## config.mk

```make
export PLATFORM = sky130hd
export DESIGN_NAME = uart_rx_flat
export DESIGN_NICKNAME = d
export VERILOG_FILES = /design/src/rtl/uart_rx_if.sv /design/src/rtl/uart_rx.sv /design/src/flat_wrapper.sv
export SDC_FILE = /design/constraint.sdc
export NUM_CORES = 1
export LEC_CHECK = 0
export BUFFER_PORTS_ARGS = -buffer_cell sky130_fd_sc_hd__buf_2
export CORE_MARGIN = 2
export CORE_UTILIZATION = 55
export CTS_CLUSTER_SIZE = 10
export DETAILED_ROUTE_END_ITERATION = 6
export PLACE_DENSITY = 0.75
export SLEW_MARGIN = 30
export SYNTH_ARGS = -nofsm -noshare
export SYNTH_HDL_FRONTEND = slang
export SYNTH_SLANG_ARGS = --single-unit
export TNS_END_PERCENT = 5
```

## constraint.sdc

```tcl
create_clock -name clk -period 3.3 [get_ports clk]
set_input_delay 0.99 -clock clk [delete_from_list [all_inputs] [get_ports clk]]
set_output_delay 0.99 -clock clk [all_outputs]
set_load 0.02 [all_outputs]
```

## src/rtl/uart_rx_if.sv

```systemverilog
// Consumer-side bundle of the UART receiver: FIFO head handshake, sticky
// error flags with their clear pulse, and FIFO occupancy.
interface uart_rx_if #(
   parameter int FIFO_DEPTH = 8
);
   localparam int CNT_W = $clog2(FIFO_DEPTH) + 1;

   logic [7:0]       rx_data;
   logic             rx_valid;
   logic             rx_ready;
   logic             frame_err;
   logic             overrun;
   logic             err_clr;
   logic [CNT_W-1:0] rx_count;

   modport master (
      output rx_data, rx_valid, frame_err, overrun, rx_count,
      input  rx_ready, err_clr
   );

   modport slave (
      input  rx_data, rx_valid, frame_err, overrun, rx_count,
      output rx_ready, err_clr
   );
endinterface

```

## src/rtl/uart_rx.sv

```systemverilog
// 8N1 UART receiver with mid-bit sampling, a receive FIFO and sticky
// frame/overrun error flags.
module uart_rx #(
   parameter int CLK_DIV    = 434,
   parameter int FIFO_DEPTH = 8
) (
   input  logic      clk,
   input  logic      reset,
   input  logic      ser_rx,
   uart_rx_if.master rx_if
);
   localparam int PTR_W = $clog2(FIFO_DEPTH);
   localparam int CNT_W = PTR_W + 1;
   localparam logic [15:0]      HALF_RELOAD = 16'(CLK_DIV / 2 - 1);
   localparam logic [15:0]      BIT_RELOAD  = 16'(CLK_DIV - 1);
   localparam logic [CNT_W-1:0] DEPTH_C     = CNT_W'(FIFO_DEPTH);
   localparam logic [CNT_W-1:0] ZERO_C      = {CNT_W{1'b0}};
   localparam logic [CNT_W-1:0] ONE_C       = {{(CNT_W-1){1'b0}}, 1'b1};
   localparam logic [PTR_W-1:0] PTR_ONE     = {{(PTR_W-1){1'b0}}, 1'b1};

   typedef enum logic [2:0] {
      IDLE  = 3'd0,
      START = 3'd1,
      DATA  = 3'd2,
      STOP  = 3'd3,
      BREAK = 3'd4
   } state_t;

   logic             sync1_r, sync2_r, rxs_s, rxs_prev_r;
   logic [1:0]       settle_r;
   logic             armed_r;
   state_t           state_r, state_next_s;
   logic [15:0]      bit_cnt_r, cnt_next_s;
   logic [2:0]       bit_idx_r, idx_next_s;
   logic [7:0]       shift_r, shift_next_s;
   logic             push_req_s, frame_set_s;

   logic [7:0]       mem_r [FIFO_DEPTH];
   logic [PTR_W-1:0] wr_ptr_r, rd_ptr_r, rd_next_s;
   logic [CNT_W-1:0] count_r, count_next_s;
   logic [7:0]       rx_data_r, head_next_s;
   logic             rx_valid_r, frame_err_r, overrun_r;
   logic             pop_s, full_s, push_ok_s, overrun_set_s;

   assign rxs_s = sync2_r;

   // Receive state machine: next state, bit counter and shift register.
   always_comb begin
      state_next_s = state_r;
      cnt_next_s   = bit_cnt_r;
      idx_next_s   = bit_idx_r;
      shift_next_s = shift_r;
      push_req_s   = 1'b0;
      frame_set_s  = 1'b0;
      case (state_r)
         IDLE: begin
            // armed_r blocks a low line left over from reset being taken as a start edge
            if (armed_r && rxs_prev_r && !rxs_s) begin
               state_next_s = START;
               cnt_next_s   = HALF_RELOAD;
            end else begin
               cnt_next_s   = 16'd0;
            end
         end
         START: begin
            if (bit_cnt_r != 16'd0) begin
               cnt_next_s = bit_cnt_r - 16'd1;
            end else if (!rxs_s) begin
               state_next_s = DATA;
               cnt_next_s   = BIT_RELOAD;
               idx_next_s   = 3'd0;
            end else begin
               state_next_s = IDLE;
            end
         end
         DATA: begin
            if (bit_cnt_r != 16'd0) begin
               cnt_next_s = bit_cnt_r - 16'd1;
            end else begin
               shift_next_s = {rxs_s, shift_r[7:1]};
               cnt_next_s   = BIT_RELOAD;
               idx_next_s   = bit_idx_r + 3'd1;
               if (bit_idx_r == 3'd7) begin
                  state_next_s = STOP;
               end else begin
                  state_next_s = DATA;
               end
            end
         end
         STOP: begin
            if (bit_cnt_r != 16'd0) begin
               cnt_next_s = bit_cnt_r - 16'd1;
            end else if (rxs_s) begin
               push_req_s   = 1'b1;
               state_next_s = IDLE;
            end else begin
               frame_set_s  = 1'b1;
               state_next_s = BREAK;
            end
         end
         BREAK: begin
            if (rxs_s) begin
               state_next_s = IDLE;
            end else begin
               state_next_s = BREAK;
            end
         end
         default: begin
            state_next_s = IDLE;
            cnt_next_s   = 16'd0;
         end
      endcase
   end

   // FIFO control: push/pop arbitration, occupancy and next head byte.
   always_comb begin
      pop_s         = rx_valid_r & rx_if.rx_ready;
      full_s        = (count_r == DEPTH_C);
      push_ok_s     = push_req_s & (!full_s | pop_s);
      overrun_set_s = push_req_s & full_s & !pop_s;
      case ({push_ok_s, pop_s})
         2'b10:   count_next_s = count_r + ONE_C;
         2'b01:   count_next_s = count_r - ONE_C;
         default: count_next_s = count_r;
      endcase
      if (pop_s) begin
         rd_next_s = rd_ptr_r + PTR_ONE;
      end else begin
         rd_next_s = rd_ptr_r;
      end
      // a byte landing in an effectively empty FIFO bypasses the memory read
      if (push_ok_s && (count_r == (pop_s ? ONE_C : ZERO_C))) begin
         head_next_s = shift_r;
      end else if (count_next_s != ZERO_C) begin
         head_next_s = mem_r[rd_next_s];
      end else begin
         head_next_s = 8'd0;
      end
   end

   // Synchronizer, receiver state, FIFO pointers and output registers.
   always_ff @(posedge clk) begin
      if (reset) begin
         sync1_r     <= 1'b1;
         sync2_r     <= 1'b1;
         rxs_prev_r  <= 1'b1;
         settle_r    <= 2'b00;
         armed_r     <= 1'b0;
         state_r     <= IDLE;
         bit_cnt_r   <= 16'd0;
         bit_idx_r   <= 3'd0;
         shift_r     <= 8'd0;
         wr_ptr_r    <= {PTR_W{1'b0}};
         rd_ptr_r    <= {PTR_W{1'b0}};
         count_r     <= ZERO_C;
         rx_data_r   <= 8'd0;
         rx_valid_r  <= 1'b0;
         frame_err_r <= 1'b0;
         overrun_r   <= 1'b0;
      end else begin
         sync1_r     <= ser_rx;
         sync2_r     <= sync1_r;
         rxs_prev_r  <= rxs_s;
         settle_r    <= {settle_r[0], 1'b1};
         armed_r     <= armed_r | (settle_r[1] & rxs_s);
         state_r     <= state_next_s;
         bit_cnt_r   <= cnt_next_s;
         bit_idx_r   <= idx_next_s;
         shift_r     <= shift_next_s;
         wr_ptr_r    <= push_ok_s ? (wr_ptr_r + PTR_ONE) : wr_ptr_r;
         rd_ptr_r    <= rd_next_s;
         count_r     <= count_next_s;
         rx_data_r   <= head_next_s;
         rx_valid_r  <= (count_next_s != ZERO_C);
         frame_err_r <= frame_set_s | (frame_err_r & !rx_if.err_clr);
         overrun_r   <= overrun_set_s | (overrun_r & !rx_if.err_clr);
      end
   end

   // FIFO storage; contents are don't-care until written.
   always_ff @(posedge clk) begin
      if (push_ok_s) begin
         mem_r[wr_ptr_r] <= shift_r;
      end else begin
         mem_r[wr_ptr_r] <= mem_r[wr_ptr_r];
      end
   end

   assign rx_if.rx_data   = rx_data_r;
   assign rx_if.rx_valid  = rx_valid_r;
   assign rx_if.frame_err = frame_err_r;
   assign rx_if.overrun   = overrun_r;
   assign rx_if.rx_count  = count_r;
endmodule

```

## src/flat_wrapper.sv

```systemverilog
// flat-port wrapper written by rule: the top's interface ports become plain ports
module uart_rx_flat 
#(
   parameter int CLK_DIV    = 434,
   parameter int FIFO_DEPTH = 8
)
  (clk, reset, ser_rx, rx_if_rx_data, rx_if_rx_valid, rx_if_frame_err, rx_if_overrun, rx_if_rx_count, rx_if_rx_ready, rx_if_err_clr);
  uart_rx_if #(.FIFO_DEPTH(FIFO_DEPTH)) rx_if_i ();
  input  logic clk;
  input  logic reset;
  input  logic ser_rx;
  output wire logic [$bits(rx_if_i.rx_data)-1:0] rx_if_rx_data;
  output wire logic [$bits(rx_if_i.rx_valid)-1:0] rx_if_rx_valid;
  output wire logic [$bits(rx_if_i.frame_err)-1:0] rx_if_frame_err;
  output wire logic [$bits(rx_if_i.overrun)-1:0] rx_if_overrun;
  output wire logic [$bits(rx_if_i.rx_count)-1:0] rx_if_rx_count;
  input wire logic [$bits(rx_if_i.rx_ready)-1:0] rx_if_rx_ready;
  input wire logic [$bits(rx_if_i.err_clr)-1:0] rx_if_err_clr;
  assign rx_if_rx_data = rx_if_i.rx_data;
  assign rx_if_rx_valid = rx_if_i.rx_valid;
  assign rx_if_frame_err = rx_if_i.frame_err;
  assign rx_if_overrun = rx_if_i.overrun;
  assign rx_if_rx_count = rx_if_i.rx_count;
  assign rx_if_i.rx_ready = rx_if_rx_ready;
  assign rx_if_i.err_clr = rx_if_err_clr;
  uart_rx #(.CLK_DIV(CLK_DIV), .FIFO_DEPTH(FIFO_DEPTH)) u_core (.clk(clk), .reset(reset), .ser_rx(ser_rx), .rx_if(rx_if_i));
endmodule
```

=== Word-level counts from Yosys, hierarchy flattened ===
Memory sizes are Yosys's and may differ from the RTL's.
Index checks and enable logic that the tools add are counted.
W data, S select, Z words.

* Register bits: 57
* Latch bits: 0
* RAM bits: 64
* ROM bits: 0
* Input port bits: 5
* Output and inout port bits: 15
* Logic and storage cells: 105
* Memories: 1

* Add/sub/neg operators: 6
* Multipliers: 0
* Div/mod/pow operators: 0
* $lt $le $gt $ge: 0
* Equal/unequal tests: 17
* Shift operators: 0
* Mux-type cells: 34
* Bitwise operators: 14
* Reduce and logical (&&, ||, !) cells: 16

{| class="wikitable"
|+ Memories
! memory !! depth !! bits a word !! rd ports !! clocked after memory_dff !! wr ports !! RTL line !! RTL
|-
| u_core.mem_r || 8 || 8 || 1 || 0 || 1 || uart_rx.sv:38 || <nowiki>logic [7:0] mem_r [FIFO_DEPTH];</nowiki>
|}

{| class="wikitable"
|+ Operators by type and width
! kind !! number
|-
| $pmux W16 S5 || 1
|-
| $mux W16 || 4
|-
| $mux W8 || 4
|-
| $mux W3 || 9
|-
| $reduce_bool A16 Y1 || 1
|-
| $sub A16 B1 Y16 const B || 1
|-
| $pmux W3 S5 || 1
|-
| $mux W1 || 12
|-
| $add A3 B1 Y3 const B || 3
|-
| $ne A2 B2 Y1 const B || 4
|-
| $pmux W4 S2 || 1
|-
| $reduce_and A4 Y1 || 2
|-
| $and A1 B1 Y1 || 7
|-
| $eq A3 B2 Y1 const B || 2
|-
| $eq A3 B3 Y1 const B || 2
|-
| $pmux W3 S2 || 1
|-
| $or A1 B1 Y1 || 5
|-
| $add A4 B1 Y4 const B || 1
|-
| $eq A4 B4 Y1 || 1
|-
| $eq A4 B4 Y1 const B || 1
|-
| $logic_not A1 Y1 || 4
|-
| $ne A2 B1 Y1 const B || 2
|-
| $reduce_and A2 Y1 || 2
|-
| $reduce_bool A4 Y1 || 1
|-
| other kinds (12) || 15
|}

=== Logic depth before layout (Yosys ltp) ===
* Depth in word-level cells: 9
* Gate-level depth with buffers: 14
* Depth with buffers taken out: 13

=== Worst setup path after synthesis ===
Ideal clock, no wire load.

* Path type: register to register
* Start: register u_core.bit_cnt_r[0]
* End: register u_core.rx_data_r[0] (netlist: u_core.rx_if.rx_data[0])
* Library setup time: 0.088 ns
* Arrival time: 3.128 ns
* Data required time: 3.212 ns
* Path slack: 0.084 ns
* Stages on the path, launching flop included: 15
* Path buffers: 1
* Period minus slack after synthesis: 3.216 ns
* Cells stage by stage: dfxtp_1 inv_1 ha_1 or4b_1 nor4_4 a21oi_1 xor2_1 ha_1 or3_1 a21oi_1 a31oi_1 o21a_1 and3_1 buf_6 o31ai_1

* Word-level cells in the longest chain between the ends: 9
* Elaborated cells between the ends (all ways): 11
* Those cells by class: eq/ne (2); mux (5); bitwise (1); reduce/logical (3)

{| class="wikitable"
|+ Ends and longest elaborated chain
! what !! RTL line !! RTL
|-
| from (decl) || uart_rx.sv:33 || <nowiki>logic [15:0] bit_cnt_r, cnt_next_s;</nowiki>
|-
| from (signal assigned) || uart_rx.sv:167 || <nowiki>bit_cnt_r <= cnt_next_s;</nowiki>
|-
| $reduce_bool A16 Y1 (*) || uart_rx.sv:91 || <nowiki>if (bit_cnt_r != 16'd0) begin</nowiki>
|-
| $mux W1 (*) || uart_rx.sv:91 ||
|-
| $mux W1 (*) || uart_rx.sv:55 || <nowiki>case (state_r)</nowiki>
|-
| $and A1 B1 Y1 (*) || uart_rx.sv:119 || <nowiki>push_ok_s = push_req_s & (!full_s | pop_s);</nowiki>
|-
| $eq A2 B1 Y1 / $eq A2 B2 Y1 (equally long branches) || uart_rx.sv:121 || <nowiki>case ({push_ok_s, pop_s})</nowiki>
|-
| $pmux W4 S2 || uart_rx.sv:121 ||
|-
| $reduce_bool A4 Y1 || uart_rx.sv:134 || <nowiki>end else if (count_next_s != ZERO_C) begin</nowiki>
|-
| $mux W8 || uart_rx.sv:134 ||
|-
| $mux W8 (*) || uart_rx.sv:132 || <nowiki>if (push_ok_s && (count_r == (pop_s ? ONE_C : ZERO_C))) begin</nowiki>
|-
| to (signal assigned) || uart_rx.sv:173 || <nowiki>rx_data_r <= head_next_s;</nowiki>
|-
| to (decl) || uart_rx.sv:41 || <nowiki>logic [7:0] rx_data_r, head_next_s;</nowiki>
|}

Mark *: on every way between the ends. The rest lies on a longest branch, timed or not.
A chain may end at the register's enable or synchronous reset.

=== Worst setup path after layout ===
* Start: register u_core.bit_cnt_r[4]
* End: register u_core.rx_data_r[1] (netlist: u_core.rx_if.rx_data[1])

Same word-level chain as after synthesis.

==> impl_metrics.yaml <==
outcome:
  status: "finished clean"
synth:
  yosysWarnings: 0
  synth_common_cells: "edfxtp_1, dfxtp_1, nand2_1, nor2_1, mux2i_1"
  synth_edf_count: 64
  synth_most_common_cell: "edfxtp_1"
  ys_types: 50
  post_synth.cell_area_avg_um2: 11.8
  ys_ff_latch: 121
  synth-main-ff-cell: "edfxtp_1"
  synth_nets: 450
  yosys-top-cells-area: "edfxtp_1, dfxtp_1, mux2i_1"
  async_flop_share_pct: 0
  syn_area_um2: 5160
  synth_top_area_share_pct: 37.2
  synth-seq-area-share_pct: 59.4
  synth_top_cell_by_area: "edfxtp_1"
  syn_inst: 438
cells_and_area:
  syn2layout_area_growth_pct: 19.4
  drive_gt1_share_pct: 21.3
  nets: 493
  multiInputGateArea_um2: 2030
  register_area_um2: 3060
  fin_cells: 605
  fillers: 618
  antenna_cells: 0
sta:
  slew_headroom_pct: 60.9
  fmax_ghz: 0.318
  setup_slack_ns: 0.156
  hold_violations: 0
  worst_pin_slew_ns: 0.582
  timing.hold.ws_ns: 0.411
  min_period_ns: 3.14
  min_period_over_period_pct: 95.3
  finalClockSkew_ns: 0.00998
  setup_viol: 0
  maxSlewViolCount: 0
setup_path:
  end_kind: "flip-flop"
  ff2ff_setup_slack_ns: 0.16
  cp_max_fo: 9
  required_ns: 3.72
  worstSetupStartpointType: "flip-flop"
  arrival_ns: 3.57
  crit_type: "reg2reg"
global_route:
  grt_pass1_wl_um: 17200
  grt_antenna_before_repair: 0
  grt-ovfl-total: 0
  grt_pass1_vias: 3444
  grt_start_max_net_pins: 31
  track_usage_pct: 22.5
flow_run:
  drv_cap: 0
detailed_routing:
  avgViaCountPerCell: 5.91
  dr.pass1.iters: 4
  routed_wirelength_um: 10600
  drtIter0Drc: 140
  via_count: 3573
  wl_per_cell_um: 17.5
  ant_nets: 0
  drc: 0
die:
  design.die.area_um2: 10200
  die_x_um: 101
  placementRows: 35
  fp.coreArea_um2: 9150
  die_y_um: 101
  pin_count: 20
  initial_core_util_pct: 56.4
clocking:
  clk_pin_slew_ns: 0.06
  clkLatencyLatePin_ns: 0.51
  clockBufferDepth: 2
  clkSinkCount: 121
  tritoncts: "built"
  numCtsBuffers: 17
  clockRootBuffer: "clkbuf_8"
  htreeDepth: 4
  cts_hold_buffers: 0
placement:
  gp_congestion: 0.889
  portBuffers: 19
  dp_slack_ns: -0.0374
  placed_cells: 573
  dpl.hpwl_um: 6790
pwr:
  p_switching_mw: 1.15
  combPwrFrac_pct: 17.7
  cellPowerDensity_nw_per_um2: 698
  switching_share_pct: 26.8
  clock_power_share_pct: 43.4
  ir_drop_v: 0.000469
  p_leak_nw: 2.47
  p_seq_share_pct: 38.9
  intPower_mw: 3.14
worst_hold_path:
  hp-class: "reg2reg"
==> state kept, by name (all words and copies together) (netlist names), 3 cells and up <==
register,count
u_core.bit_idx_r,3
u_core.mem_r,64
u_core.bit_cnt_r,16
u_core.shift_r,8
u_core.rx_if.rx_count,4
u_core.wr_ptr_r,3
u_core.rd_ptr_r,3
u_core.rx_if.rx_data,8
u_core.state_r,3
==> worst max-delay path: stages (launching register included) <==
cell and delay (ns):
dfxtp_1 0.37, or4_4 0.58, nor4_4 0.33, a21oi_1 0.14, xor2_1 0.16, ha_1 0.22, or3_1 0.36, a21oi_2 0.15
a31oi_1 0.06, o21a_1 0.20, and3_4 0.21, o31ai_1 0.25
==> path summary, 6_finish.rpt <==
path	depth (start not counted)	startpoint	to
max	11	u_core.bit_cnt_r[4]	u_core.rx_if.rx_data[1]
min	1	u_core.sync1_r	u_core.rxs_s
min reg2reg	1	u_core.sync1_r	u_core.rxs_s
max reg2reg	11	u_core.bit_cnt_r[4]	u_core.rx_if.rx_data[1]
==> through the flow <==
step	TNS, ns	cell area (um^2)	util [%]	total power, mW
floorplan	0	5160	-	2.26
global placement	0	5520	60.4	2.41
finish	0	6160	67.3	4.30
global route	-0.0107	6160	67.3	4.45
CTS	0	6130	67.0	4.29
detailed placement	-0.0521	5520	60.4	2.43
==> cells in the final DEF, fill, tap and decap left out, drive strengths merged, types with 13 or more instances in the layout <==
cell    instances
o21ai          15
nor3           13
buf            45
nor2           37
a21oi          29
mux2i          35
clkbuf         17
edfxtp         64
dfxtp          57
nand2          47
==> power groups by stage <==
stage	sequential, mW	combinational, mW	clock, mW
2_1_floorplan	1.75	0.512	0
3_3_place_gp	1.70	0.716	0
3_5_place_dp	1.70	0.727	0
4_1_cts	1.67	0.741	1.87
5_1_grt	1.68	0.820	1.95
6_report	1.67	0.761	1.86
==> routing by layer <==
layer  share of wire, %  wire (um)  track usage (%)
met5                  0          0                0
met4                1.1        119             8.96
met3                4.6        486             5.34
met2                 51       5380             37.3
met1                 43       4600             28.5
==> layout make-up <==
type                    count  area share [%]
repair buffers             45            4.92
flip-flops and latches    121            49.7
clock inverters            15            3.09
inverters                   6           0.366
well taps                 111            2.26
multi-input cells         290            32.9
clock buffers              17            6.72
==> logic make-up (layout without fill, tap and decap cells) <==
kind of cell	Yosys count	in the layout	synth area share, %
AO/OA/AOI/OAI	77	77	9.24
buffers and inverters	27	83	2.16
adder cells (fa/ha/maj)	7	7	1.70
flip-flops	121	121	59.4
XOR/XNOR	16	16	2.72
multiplexers	43	43	10.3
AND/OR/NAND/NOR	147	147	14.5
==> what timing repair did <==
action	4_1_cts	5_1_grt
pin swaps	0	1
gates resized for setup	2	6
setup endpoints to repair	8	9
setup buffers	0	0
No activity file was read; power rests on OpenSTA's default activity.
